File: src/rtl/l2_cache_pkg.sv
// Shared definitions for the N-way write-back/write-through L2 cache:
// controller state encoding and address field width helpers.
package l2_cache_pkg;

  typedef enum logic [2:0] {
    ST_IDLE      = 3'd0,
    ST_LOOKUP    = 3'd1,
    ST_WRITEBACK = 3'd2,
    ST_FILL      = 3'd3,
    ST_WT_WRITE  = 3'd4,
    ST_RESP      = 3'd5
  } l2_state_e;

  function automatic int offset_bits(input int block_size);
    return $clog2(block_size);
  endfunction

  function automatic int index_bits(input int cache_blocks, input int num_ways);
    return $clog2(cache_blocks / num_ways);
  endfunction

  function automatic int way_bits(input int num_ways);
    return $clog2(num_ways);
  endfunction

  function automatic int tag_bits(input int addr_width, input int block_size,
                                  input int cache_blocks, input int num_ways);
    return addr_width - offset_bits(block_size) - index_bits(cache_blocks, num_ways);
  endfunction

endpackage

File: src/rtl/l2_lru_ctrl.sv
// True-LRU age tracking per set. Age 0 is most recent; the victim is the
// lowest-index invalid way, otherwise the way holding the maximum age.
module l2_lru_ctrl
  import l2_cache_pkg::*;
#(
  parameter int NUM_SETS = 4,
  parameter int NUM_WAYS = 2,
  localparam int IDX_W = $clog2(NUM_SETS),
  localparam int WAY_W = $clog2(NUM_WAYS)
) (
  input  logic                clk,
  input  logic                rst_n,
  input  logic [IDX_W-1:0]    sel_set,
  input  logic [NUM_WAYS-1:0] set_valid,
  output logic [WAY_W-1:0]    victim_way,
  input  logic                upd_en,
  input  logic [WAY_W-1:0]    upd_way
);

  logic [WAY_W-1:0] age_q [NUM_SETS][NUM_WAYS];
  logic             found;

  always_comb begin
    found      = 1'b0;
    victim_way = '0;
    for (int w = 0; w < NUM_WAYS; w++) begin
      if (!found && !set_valid[w]) begin
        found      = 1'b1;
        victim_way = WAY_W'(w);
      end
    end
    if (!found) begin
      for (int w = 0; w < NUM_WAYS; w++) begin
        if (age_q[sel_set][w] == WAY_W'(NUM_WAYS - 1)) victim_way = WAY_W'(w);
      end
    end
  end

  // Ways younger than the accessed one age by one; the accessed way becomes 0.
  always_ff @(posedge clk or negedge rst_n) begin
    if (!rst_n) begin
      for (int s = 0; s < NUM_SETS; s++)
        for (int w = 0; w < NUM_WAYS; w++)
          age_q[s][w] <= WAY_W'(w);
    end else if (upd_en) begin
      for (int w = 0; w < NUM_WAYS; w++) begin
        if (WAY_W'(w) == upd_way)
          age_q[sel_set][w] <= '0;
        else if (age_q[sel_set][w] < age_q[sel_set][upd_way])
          age_q[sel_set][w] <= age_q[sel_set][w] + 1'b1;
      end
    end
  end

endmodule

File: src/rtl/l2_cache_wb.sv
// N-way set-associative L2 with true-LRU replacement and a compile-time
// write-back/write-allocate or write-through/no-allocate policy.
module l2_cache_wb
  import l2_cache_pkg::*;
#(
  parameter int DATA_WIDTH   = 8,
  parameter int ADDR_WIDTH   = 8,
  parameter int BLOCK_SIZE   = 4,
  parameter int CACHE_BLOCKS = 8,
  parameter int NUM_WAYS     = 2,
  parameter int WRITE_BACK   = 1
) (
  input  logic                                  clk,
  input  logic                                  rst_n,
  input  logic [ADDR_WIDTH-1:0]                 l1_cache_addr,
  input  logic [BLOCK_SIZE-1:0][DATA_WIDTH-1:0] l1_cache_data_in,
  input  logic                                  l1_cache_read,
  input  logic                                  l1_cache_write,
  output logic                                  l1_cache_ready,
  output logic [BLOCK_SIZE-1:0][DATA_WIDTH-1:0] l1_block_data_out,
  output logic                                  l1_block_valid,
  output logic                                  l1_cache_hit,
  input  logic [BLOCK_SIZE-1:0][DATA_WIDTH-1:0] mem_data_block,
  input  logic                                  mem_ready,
  output logic [ADDR_WIDTH-1:0]                 mem_addr,
  output logic [BLOCK_SIZE-1:0][DATA_WIDTH-1:0] mem_data_out,
  output logic                                  mem_read,
  output logic                                  mem_write,
  output logic [2:0]                            dbg_state
);

  localparam int NUM_SETS = CACHE_BLOCKS / NUM_WAYS;
  localparam int OFF_W    = offset_bits(BLOCK_SIZE);
  localparam int IDX_W    = index_bits(CACHE_BLOCKS, NUM_WAYS);
  localparam int TAG_W    = tag_bits(ADDR_WIDTH, BLOCK_SIZE, CACHE_BLOCKS, NUM_WAYS);
  localparam int WAY_W    = way_bits(NUM_WAYS);
  localparam int BLK_W    = BLOCK_SIZE * DATA_WIDTH;

  // Handshake: L1 request is taken on a rising edge with l1_cache_ready=1;
  // memory strobes stay high with stable address/data until the edge that
  // samples mem_ready=1, and drop on that same edge.
  l2_state_e state, state_n;

  logic [TAG_W-1:0]    req_tag;
  logic [IDX_W-1:0]    req_set;
  logic [BLK_W-1:0]    req_data;
  logic                req_wr;
  logic [WAY_W-1:0]    vic_way_q;
  logic                hit_q;
  logic [OFF_W-1:0]    unused_offset;

  logic [TAG_W-1:0]    tag_mem  [NUM_SETS][NUM_WAYS];
  logic [BLK_W-1:0]    data_mem [NUM_SETS][NUM_WAYS];
  logic [NUM_WAYS-1:0] valid_q  [NUM_SETS];
  logic [NUM_WAYS-1:0] dirty_q  [NUM_SETS];

  logic                hit;
  logic [WAY_W-1:0]    hit_way;
  logic [WAY_W-1:0]    vic_way;
  logic                line_we, line_dirty, lru_upd;
  logic [WAY_W-1:0]    line_way;
  logic [BLK_W-1:0]    line_wdata;
  logic                resp_load, resp_hit;
  logic [BLK_W-1:0]    resp_data;
  logic                mem_go, mem_go_wr, mem_clr;
  logic [ADDR_WIDTH-1:0] mem_addr_n;
  logic [BLK_W-1:0]    mem_data_n;

  assign unused_offset  = l1_cache_addr[OFF_W-1:0];
  assign l1_cache_ready = (state == ST_IDLE);
  assign dbg_state      = state;

  always_comb begin
    hit     = 1'b0;
    hit_way = '0;
    for (int w = 0; w < NUM_WAYS; w++) begin
      if (!hit && valid_q[req_set][w] && tag_mem[req_set][w] == req_tag) begin
        hit     = 1'b1;
        hit_way = WAY_W'(w);
      end
    end
  end

  l2_lru_ctrl #(.NUM_SETS(NUM_SETS), .NUM_WAYS(NUM_WAYS)) u_lru (
    .clk       (clk),
    .rst_n     (rst_n),
    .sel_set   (req_set),
    .set_valid (valid_q[req_set]),
    .victim_way(vic_way),
    .upd_en    (lru_upd),
    .upd_way   (line_way)
  );

  always_ff @(posedge clk or negedge rst_n) begin
    if (!rst_n) state <= ST_IDLE;
    else        state <= state_n;
  end

  always_comb begin
    state_n    = state;
    line_we    = 1'b0;
    line_dirty = 1'b0;
    line_way   = hit_way;
    line_wdata = req_data;
    lru_upd    = 1'b0;
    resp_load  = 1'b0;
    resp_hit   = 1'b0;
    resp_data  = req_data;
    mem_go     = 1'b0;
    mem_go_wr  = 1'b0;
    mem_clr    = 1'b0;
    mem_addr_n = {req_tag, req_set, {OFF_W{1'b0}}};
    mem_data_n = req_data;
    case (state)
      ST_IDLE: if (l1_cache_read || l1_cache_write) state_n = ST_LOOKUP;
      ST_LOOKUP: begin
        if (hit) begin
          lru_upd  = 1'b1;
          resp_hit = 1'b1;
          if (req_wr) begin
            line_we    = 1'b1;
            line_dirty = (WRITE_BACK != 0);
          end else begin
            resp_data = data_mem[req_set][hit_way];
          end
          if (req_wr && WRITE_BACK == 0) begin
            state_n   = ST_WT_WRITE;
            mem_go    = 1'b1;
            mem_go_wr = 1'b1;
          end else begin
            state_n   = ST_RESP;
            resp_load = 1'b1;
          end
        end else if (WRITE_BACK != 0) begin
          line_way = vic_way;
          if (valid_q[req_set][vic_way] && dirty_q[req_set][vic_way]) begin
            state_n    = ST_WRITEBACK;
            mem_go     = 1'b1;
            mem_go_wr  = 1'b1;
            mem_addr_n = {tag_mem[req_set][vic_way], req_set, {OFF_W{1'b0}}};
            mem_data_n = data_mem[req_set][vic_way];
          end else if (!req_wr) begin
            state_n = ST_FILL;
            mem_go  = 1'b1;
          end else begin
            line_we    = 1'b1;
            line_dirty = 1'b1;
            lru_upd    = 1'b1;
            resp_load  = 1'b1;
            state_n    = ST_RESP;
          end
        end else begin
          state_n   = req_wr ? ST_WT_WRITE : ST_FILL;
          mem_go    = 1'b1;
          mem_go_wr = req_wr;
        end
      end
      ST_WRITEBACK: begin
        line_way = vic_way_q;
        if (mem_ready) begin
          mem_clr = 1'b1;
          if (!req_wr) begin
            state_n = ST_FILL;
            mem_go  = 1'b1;
          end else begin
            line_we    = 1'b1;
            line_dirty = 1'b1;
            lru_upd    = 1'b1;
            resp_load  = 1'b1;
            state_n    = ST_RESP;
          end
        end
      end
      ST_FILL: begin
        line_way = vic_way_q;
        if (mem_ready) begin
          mem_clr    = 1'b1;
          line_we    = 1'b1;
          line_wdata = mem_data_block;
          lru_upd    = 1'b1;
          resp_load  = 1'b1;
          resp_data  = mem_data_block;
          state_n    = ST_RESP;
        end
      end
      ST_WT_WRITE: begin
        if (mem_ready) begin
          mem_clr   = 1'b1;
          resp_load = 1'b1;
          resp_hit  = hit_q;
          state_n   = ST_RESP;
        end
      end
      ST_RESP: state_n = ST_IDLE;
      default: state_n = ST_IDLE;
    endcase
  end

  always_ff @(posedge clk or negedge rst_n) begin
    if (!rst_n) begin
      req_tag   <= '0;
      req_set   <= '0;
      req_data  <= '0;
      req_wr    <= 1'b0;
      vic_way_q <= '0;
      hit_q     <= 1'b0;
    end else begin
      if (state == ST_IDLE && (l1_cache_read || l1_cache_write)) begin
        req_tag  <= l1_cache_addr[ADDR_WIDTH-1 -: TAG_W];
        req_set  <= l1_cache_addr[OFF_W +: IDX_W];
        req_data <= l1_cache_data_in;
        req_wr   <= l1_cache_write;
      end
      if (state == ST_LOOKUP) begin
        vic_way_q <= vic_way;
        hit_q     <= hit;
      end
    end
  end

  always_ff @(posedge clk) begin
    if (line_we) begin
      tag_mem[req_set][line_way]  <= req_tag;
      data_mem[req_set][line_way] <= line_wdata;
    end
  end

  always_ff @(posedge clk or negedge rst_n) begin
    if (!rst_n) begin
      for (int s = 0; s < NUM_SETS; s++) begin
        valid_q[s] <= '0;
        dirty_q[s] <= '0;
      end
    end else if (line_we) begin
      valid_q[req_set][line_way] <= 1'b1;
      dirty_q[req_set][line_way] <= line_dirty;
    end
  end

  // A fill/write-back completion clears the strobe; a follow-on phase set on
  // the same edge takes priority.
  always_ff @(posedge clk or negedge rst_n) begin
    if (!rst_n) begin
      l1_block_valid    <= 1'b0;
      l1_cache_hit      <= 1'b0;
      l1_block_data_out <= '0;
      mem_read          <= 1'b0;
      mem_write         <= 1'b0;
      mem_addr          <= '0;
      mem_data_out      <= '0;
    end else begin
      l1_block_valid <= resp_load;
      if (resp_load) begin
        l1_block_data_out <= resp_data;
        l1_cache_hit      <= resp_hit;
      end else if (state == ST_RESP) begin
        l1_cache_hit <= 1'b0;
      end
      if (mem_clr) begin
        mem_read  <= 1'b0;
        mem_write <= 1'b0;
      end
      if (mem_go) begin
        mem_read     <= !mem_go_wr;
        mem_write    <= mem_go_wr;
        mem_addr     <= mem_addr_n;
        mem_data_out <= mem_data_n;
      end
    end
  end

endmodule

File: config.mk
export PLATFORM = sky130hd
export DESIGN_NAME = l2_cache_wb
export DESIGN_NICKNAME = d
export VERILOG_FILES = /design/src/rtl/l2_cache_pkg.sv /design/src/rtl/l2_lru_ctrl.sv /design/src/rtl/l2_cache_wb.sv
export SDC_FILE = /design/constraint.sdc
export NUM_CORES = 1
export LEC_CHECK = 0
export CELL_PAD_IN_SITES_DETAIL_PLACEMENT = 0
export CELL_PAD_IN_SITES_GLOBAL_PLACEMENT = 1
export CORE_AREA = 2 2 329 234
export CTS_BUF_LIST = sky130_fd_sc_hd__clkbuf_16
export DETAILED_ROUTE_END_ITERATION = 16
export DIE_AREA = 0 0 331 236
export PLACE_DENSITY = 0.49
export SLEW_MARGIN = 20
export SYNTH_ARGS = -nofsm -noshare
export SYNTH_HDL_FRONTEND = slang
export SYNTH_SLANG_ARGS = --single-unit
File: constraint.sdc
create_clock -name clk -period 12 [get_ports clk]
set_input_delay 3 -clock clk [delete_from_list [all_inputs] [get_ports clk]]
set_output_delay 3 -clock clk [all_outputs]
set_load 0.02 [all_outputs]
==> results.toml, run 1 <==
[run_status]
status = "finished, final reports clean"

[floorplanning]
die_area_um2 = 78100
initial_core_util = 0.246
die_w_um = 331
num_rows = 85
die_h_um = 236
core_um2 = 75500
ioPinCount = 157

[place]
place_worst_setup_slack_ns = 6.15
port_buffers = 152
dp_hpwl_mm = 35.6
gp_congestion = 0.729

[clock_tree]
cts_root_buffer = "clkbuf_16"
htree_levels = 2
clkTransAtPathRegs_ns = 0.06
cts_resized = 0
cts_buffers = 48
cts_buffer_depth = 3
hold_buffers = 0
post_cts_buffers = 0
clk_latency_ns = 0.58
cts_tree = "built"
clkSinkCount = 430

[power]
seqPwrFrac = 0.355
pwr-share-comb = 0.445
swShare = 0.418
power.total_uw = 7000
powerDensity_nw_per_um2 = 308
peakVddDrop_v = 0.000192
p_sw_uw = 2930
power_frac_clock = 0.200
power.leakage_uw = 0.00784
power.internal_uw = 4080

[worst_setup_path]
required_ns = 12.20
path_common_cell = "buf_4"
slowest_stage = "dfrtp_4"
critPathLaunchType = "register"
path_max_fanout = 50
slowest_delay_ns = 1.00
worst-setup-path-type = "reg -> reg"
critPathCaptureType = "register"
path_delay_family = "buffers and inverters"
crit_path_cell_trace = "buf_4 > mux4_2 > xnor2_1 > nand4_1 > o221ai_2 > a31oi_4 > nor4_2 > buf_4"
crit_buf_inv = 2
arrival_ns = 5.85

[layout]
drive_gt1_frac = 0.190
utilization = 0.301
n_antenna_cell = 0
syn_to_final_growth_pct = 22.5
fill_cells = 7528
finish.net_count = 1515

[sta]
fin_crit_ns = 5.65
tns_ns = 0
worst_slack_ns = 6.35
clock_skew_ns = 0.0162
finalMaxSlewViolations = 0
worst_slew_pin_slew_ns = 0.996
hold-worst-slack_ns = 0.467
relSlewSlack = 0.336
finalSetupViolCount = 0
final_hold_viol_count = 0
rsz0062_at_grt = "no"
fin_crit_sh = 0.471
max_freq_ghz = 0.177

[grt]
grt_usage = 0.157
grt_start_max_net_pins = 74
grt_pass1_wl_mm = 89.9
grt_pass1_vias = 12600
grt-ovfl-total = 0
antenna_found_initial = 2

[drt]
dr.pass1.iters = 6
via_count = 12300
ant_nets = 0
via_per_inst = 4.98
wirelength_mm = 61.7
drcViolationCount = 0
drtIter0Drc = 1227
wl_per_cell_um = 24.9

[synth]
seq_area_frac_synth = 0.657
synth-seq-cells = 430
ys_dominant_reg_cell = "edfxtp_1"
ys_types = 61
ys_warn_count = 0
synth_edf_count = 288
synthArstFlopShare = 0.330
syn_inst = 1304
synth_area_um2 = 18600
syn_area_per_cell_um2 = 14.2

[flow_run]
maxCapViolCount = 0

[hold_path]
min_path_type = "reg -> reg"
[synth_stat cells, types with 2 or more instances]
master / count / area (um2)
or4_1: 2 / 15.0
and2_1: 5 / 31.3
nand2b_1: 6 / 37.5
nor4_1: 7 / 43.8
buf_2: 20 / 100
buf_6: 2 / 22.5
o221ai_1: 33 / 289
nor2b_1: 9 / 56.3
nor3_1: 34 / 170
o2bb2ai_1: 2 / 17.5
a22oi_1: 35 / 263
a31o_2: 2 / 17.5
nor2_1: 41 / 154
o21ai_0: 67 / 335
clkbuf_1: 69 / 259
dfrtp_1: 138 / 3450
inv_1: 43 / 161
mux2_2: 39 / 439
nand3_2: 2 / 20.0
dfstp_2: 4 / 105
o211ai_1: 3 / 22.5
or2_2: 7 / 43.8
mux4_2: 78 / 1760
mux2_1: 2 / 22.5
a21oi_1: 73 / 365
a31oi_1: 40 / 250
nand2_1: 120 / 450
o22ai_1: 7 / 43.8
nand4_1: 2 / 12.5
xnor2_1: 7 / 61.3
and3_1: 4 / 25.0
buf_1: 11 / 41.3
buf_4: 3 / 22.5
edfxtp_1: 288 / 8650
nand3_1: 38 / 190
a221o_1: 36 / 360
[worst register-to-register path: cells and delay by family (launching register included)]
family	cells	cell delay, ns
AO/OA/AOI/OAI	2	0.64
XOR/XNOR	1	0.15
buffers and inverters	2	1.58
flip-flops	1	1.00
multiplexers	1	0.70
AND/OR/NAND/NOR	2	1.18
[cells in the final DEF (no fill, tap or decap), types with 6 or more instances in the layout]
cell             instances
edfxtp_1               288
clkdlybuf4s50_1        150
dfrtp_1                134
nand2_1                117
mux4_2                  78
a21oi_1                 73
o21ai_0                 67
inv_1                   49
clkbuf_16               49
nor2_1                  40
a31oi_1                 40
mux2_2                  39
nand3_1                 37
a221o_1                 36
a22oi_1                 35
buf_4                   35
nor3_1                  34
o221ai_1                33
clkinv_2                18
or2_2                    8
xnor2_1                  7
nor2b_1                  7
o22ai_1                  7
nand2b_1                 6
nor4_2                   6
[path summary, 6_finish.rpt]
path,from,endpoint,slack (ns),cells after the start
worst max register to register,req_set[0]$_DFFE_PN0P_,tag_mem[2][6]$_DFFE_PP_,6.35,8
min in group asynchronous,rst_n,req_tag[2]$_DFFE_PN0P_,2.46,1
worst min register to register,valid_q[7]$_DFFE_PN0P_,valid_q[7]$_DFFE_PN0P_,0.47,1
worst max-delay path,req_set[0]$_DFFE_PN0P_,tag_mem[2][6]$_DFFE_PP_,6.35,8
worst min-delay path,valid_q[7]$_DFFE_PN0P_,valid_q[7]$_DFFE_PN0P_,0.47,1
max in group asynchronous,rst_n,req_set[0]$_DFFE_PN0P_,8.32,2
[registers in the layout, indices dropped and copies added (netlist names)]
signal             count
data_mem             256
l1_block_data_out     32
mem_data_out          32
req_data              32
tag_mem               32
dirty_q                8
u_lru.age_q            8
valid_q                8
mem_addr               6
req_tag                4
dbg_state              3
req_set                2
hit_q                  1
l1_block_valid         1
l1_cache_hit           1
mem_read               1
mem_write              1
req_wr                 1
vic_way_q              1
[metrics by stage]
| stage | instance area [um2] | instances |
|---|---|---|
| after floorplan | 18600 | 1305 |
| after global placement | 21300 | 2388 |
| after detailed placement | 21300 | 2388 |
| after CTS | 22800 | 2476 |
| after global routing | 22800 | 2476 |
| final | 22800 | 2476 |
[area by class of cell]
| type | instances | area, um2 | area share |
|---|---|---|---|
| Multi-Input combinational cell | 727 | 5860 | 0.257 |
| Sequential cell | 430 | 12200 | 0.537 |
| Inverter | 43 | 161 | 0.00709 |
| Tap cell | 1000 | 1250 | 0.0550 |
| Clock inverter | 39 | 253 | 0.0111 |
| Clock buffer | 49 | 1230 | 0.0539 |
| Timing Repair Buffer | 188 | 1790 | 0.0787 |
[power by group through the flow]
stage / logic [uW] / registers, uW / clock network, uW
2_1_floorplan: 1880 / 2480 / 0
3_3_place_gp: 3100 / 2510 / 0
3_5_place_dp: 3130 / 2520 / 0
4_1_cts: 3150 / 2490 / 1440
5_1_grt: 3360 / 2540 / 1510
6_report: 3120 / 2480 / 1400
[kinds of logic after synthesis]
family          after synthesis  share of synthesized area
compound gates              314                      0.117
other cells                   1                   0.000202
simple gates                284                     0.0701
flops                       430                      0.657
buf+inv                     148                     0.0327
mux                         119                      0.119
xor+xnor                      8                    0.00418
[layer usage]
metal | wire [um] | vias to the layer above | share of wire | GRT usage
li1 | - | 5340 | - | -
met1 | 29600 | 6462 | 0.48 | 0.235
met2 | 27000 | 419 | 0.44 | 0.233
met3 | 3690 | 96 | 0.060 | 0.0262
met4 | 1410 | 2 | 0.023 | 0.0430
met5 | 12 | - | 0.00019 | 0
Power figures use the tool's default switching activity.
==> inputs of run 2 (changes only) <==
==> constraint.sdc (replaced) <==
create_clock -name clk -period 5.4 [get_ports clk]
set_input_delay 1.35 -clock clk [delete_from_list [all_inputs] [get_ports clk]]
set_output_delay 1.35 -clock clk [all_outputs]
set_load 0.02 [all_outputs]
==> run 2 against run 1 <==
Effect of this change:
- fmax grew 26%
- combinational power grew 120%
- count of clock-buffer cells in the layout shrank 2
- die area is the same
- clock power grew to 2.5 times the previous value
- total power grew 130%
- sequential cell count is the same
- via count grew 0.24%
- sequential power grew 120%
- final area grew 1.3%
- routed wire length grew 0.29%
- critical endpoint is now data_mem[3][41]$_DFFE_PP_
==> results.toml, run 2 (synthesized netlist as in run 1, its figures left out) <==
[run_status]
status = "finished, final reports clean"

[floorplanning]
initial_core_util = 0.246
die_w_um = 331
ioPinCount = 157
num_rows = 85
die_h_um = 236
core_um2 = 75500
die_area_um2 = 78100

[drt]
wl_per_cell_um = 24.9
wirelength_mm = 61.9
highest_layer = "met4"
wl_met1_mm = 29.9
ant_nets = 0
via_count = 12300
via_per_inst = 4.96
drcViolationCount = 0
dr.pass1.iters = 5
met2_length_mm = 27.0
drtIter0Drc = 1082
route.met3.wl_mm = 3.75

[power]
power.leakage_uw = 0.00796
powerDensity_nw_per_um2 = 696
peakVddDrop_v = 0.000338

[clock_tree]
post_cts_buffers = 0
cts_tree = "built"
hold_buffers = 0
htree_levels = 2
cts_buffers = 47
clk_latency_ns = 0.60
clkTransAtPathRegs_ns = 0.06
cts_buffer_depth = 3
cts_root_buffer = "clkbuf_16"
cts_resized = 0
clkSinkCount = 430

[grt]
antenna_found_initial = 0
grt_usage = 0.158
grt_pass1_wl_mm = 89.9
grt_pass1_vias = 12600
grt_start_max_net_pins = 69
grt-ovfl-total = 0

[sta]
max_freq_ghz = 0.223
finalSetupViolCount = 0
final_hold_viol_count = 0
fin_crit_ns = 4.48
clock_skew_ns = 0.0293
fin_crit_sh = 0.829
tns_ns = 0
relSlewSlack = 0.397
rsz0062_at_grt = "no"
finalMaxSlewViolations = 0
worst_slew_pin_slew_ns = 0.905

[worst_setup_path]
r2r_end = "data_mem[3][41]$_DFFE_PP_"
path_max_fanout = 44
required_ns = 5.69
worst-setup-path-type = "reg -> reg"
r2r-start = "req_set[0]$_DFFE_PN0P_"
rr_worst_depth = 8
critPathCaptureType = "register"
crit_path_cell_trace = "mux4_2 > xnor2_1 > nand4_1 > o221ai_2 > a31oi_4 > or4_4 > inv_2 > buf_4"
path_delay_family = "flip-flops"
crit_buf_inv = 2
slowest_stage = "dfrtp_4"
critPathLaunchType = "register"
arrival_ns = 4.76
r2r_setup_slack_ns = 0.92
slowest_delay_ns = 0.98

[place]
dpl_cell_area_um2 = 21400
dp_hpwl_mm = 36.9
gp_congestion = 0.723
port_buffers = 152

[layout]
syn_to_final_growth_pct = 24.1
top_register = "data_mem"
final-seq-area_um2 = 12200
final_common_cell = "edfxtp_1"
multi_input_area_um2 = 5860
most-common-layout-cells = "288 x edfxtp_1, 150 x clkdlybuf4s50_1, 134 x dfrtp_1"
finish.net_count = 1525
drive_gt1_frac = 0.192
stdcell_area_um2 = 23100
largest_register_ffs = 256
fill_cells = 7527

[hold_path]
min-delay-start = "valid_q[2]$_DFFE_PN0P_"
whs_path_depth = 1
worstHoldEndpoint = "valid_q[2]$_DFFE_PN0P_"
min_path_type = "reg -> reg"

[flow_run]
maxCapViolCount = 0
-- run 2: cell types whose count changed in the layout (fill, tap and decap cells not counted), moves of 2 or more --
cell,before,now
buf_4,35,45
clkbuf_16,49,47
clkinv_2,18,4
bufinv_16,2,11
buf_12,0,2
clkinv_1,4,9
-- run 2: how the worst max path moves through the flow --
| stage | start | end | slack, ns | cells past startpoint |
|---|---|---|---|---|
| global placement | req_set[0]$_DFFE_PN0P_ | data_mem[3][36]$_DFFE_PP_ | 0.88 | 8 |
| finish | req_set[0]$_DFFE_PN0P_ | data_mem[3][41]$_DFFE_PP_ | 0.92 | 8 |
| global route | req_set[0]$_DFFE_PN0P_ | data_mem[3][36]$_DFFE_PP_ | 0.66 | 8 |
| floorplan | mem_ready | valid_q[2]$_DFFE_PN0P_ | -0.66 | 5 |
| detailed placement | req_set[0]$_DFFE_PN0P_ | data_mem[3][36]$_DFFE_PP_ | 0.89 | 8 |
| CTS | req_set[0]$_DFFE_PN0P_ | data_mem[3][55]$_DFFE_PP_ | 0.86 | 8 |
-- run 2: area by class of cell --
class | instances | area share
inverter | 43 | 0.00700
multi-input combinational | 727 | 0.254
timing repair buffer | 199 | 0.0822
clock inverter | 41 | 0.0213
antenna | 1 | 0.000109
sequential | 430 | 0.530
tap | 1000 | 0.0543
clock buffer | 47 | 0.0510
-- run 2: worst register-to-register path: stages, from the launching register on --
cell	delay (ns)
dfrtp_4	0.98
mux4_2	0.67
xnor2_1	0.26
nand4_1	0.33
o221ai_2	0.42
a31oi_4	0.22
or4_4	0.60
inv_2	0.43
buf_4	0.26
-- run 2: stage by stage --
| step | hold WS (ns) | power [uW] | util | setup WS [ns] | cells |
|---|---|---|---|---|---|
| CTS | 0.468 | 16200 | 0.305 | 0.863 | 2487 |
| finish | 0.467 | 16000 | 0.305 | 0.924 | 2488 |
| floorplan | 0.429 | 9680 | - | -0.665 | 1305 |
| detailed placement | 0.452 | 12600 | 0.283 | 0.887 | 2399 |
| global placement | 0.447 | 12500 | 0.283 | 0.885 | 2399 |
| global route | 0.482 | 16900 | 0.305 | 0.657 | 2487 |
-- run 2: report_power, final --
part | switching, uW | total (uW) | internal, uW
combinational | 4390 | 6980 | 2600
sequential | 794 | 5550 | 4760
clock | 1380 | 3500 | 2120
-- run 2: per-layer routing --
| metal | vias to the layer above | global-route usage |
|---|---|---|
| met3 | 72 | 0.0315 |
| met4 | 0 | 0.0375 |
| li1 | 5380 | - |
| met5 | - | 0 |
| met2 | 382 | 0.233 |
| met1 | 6515 | 0.236 |
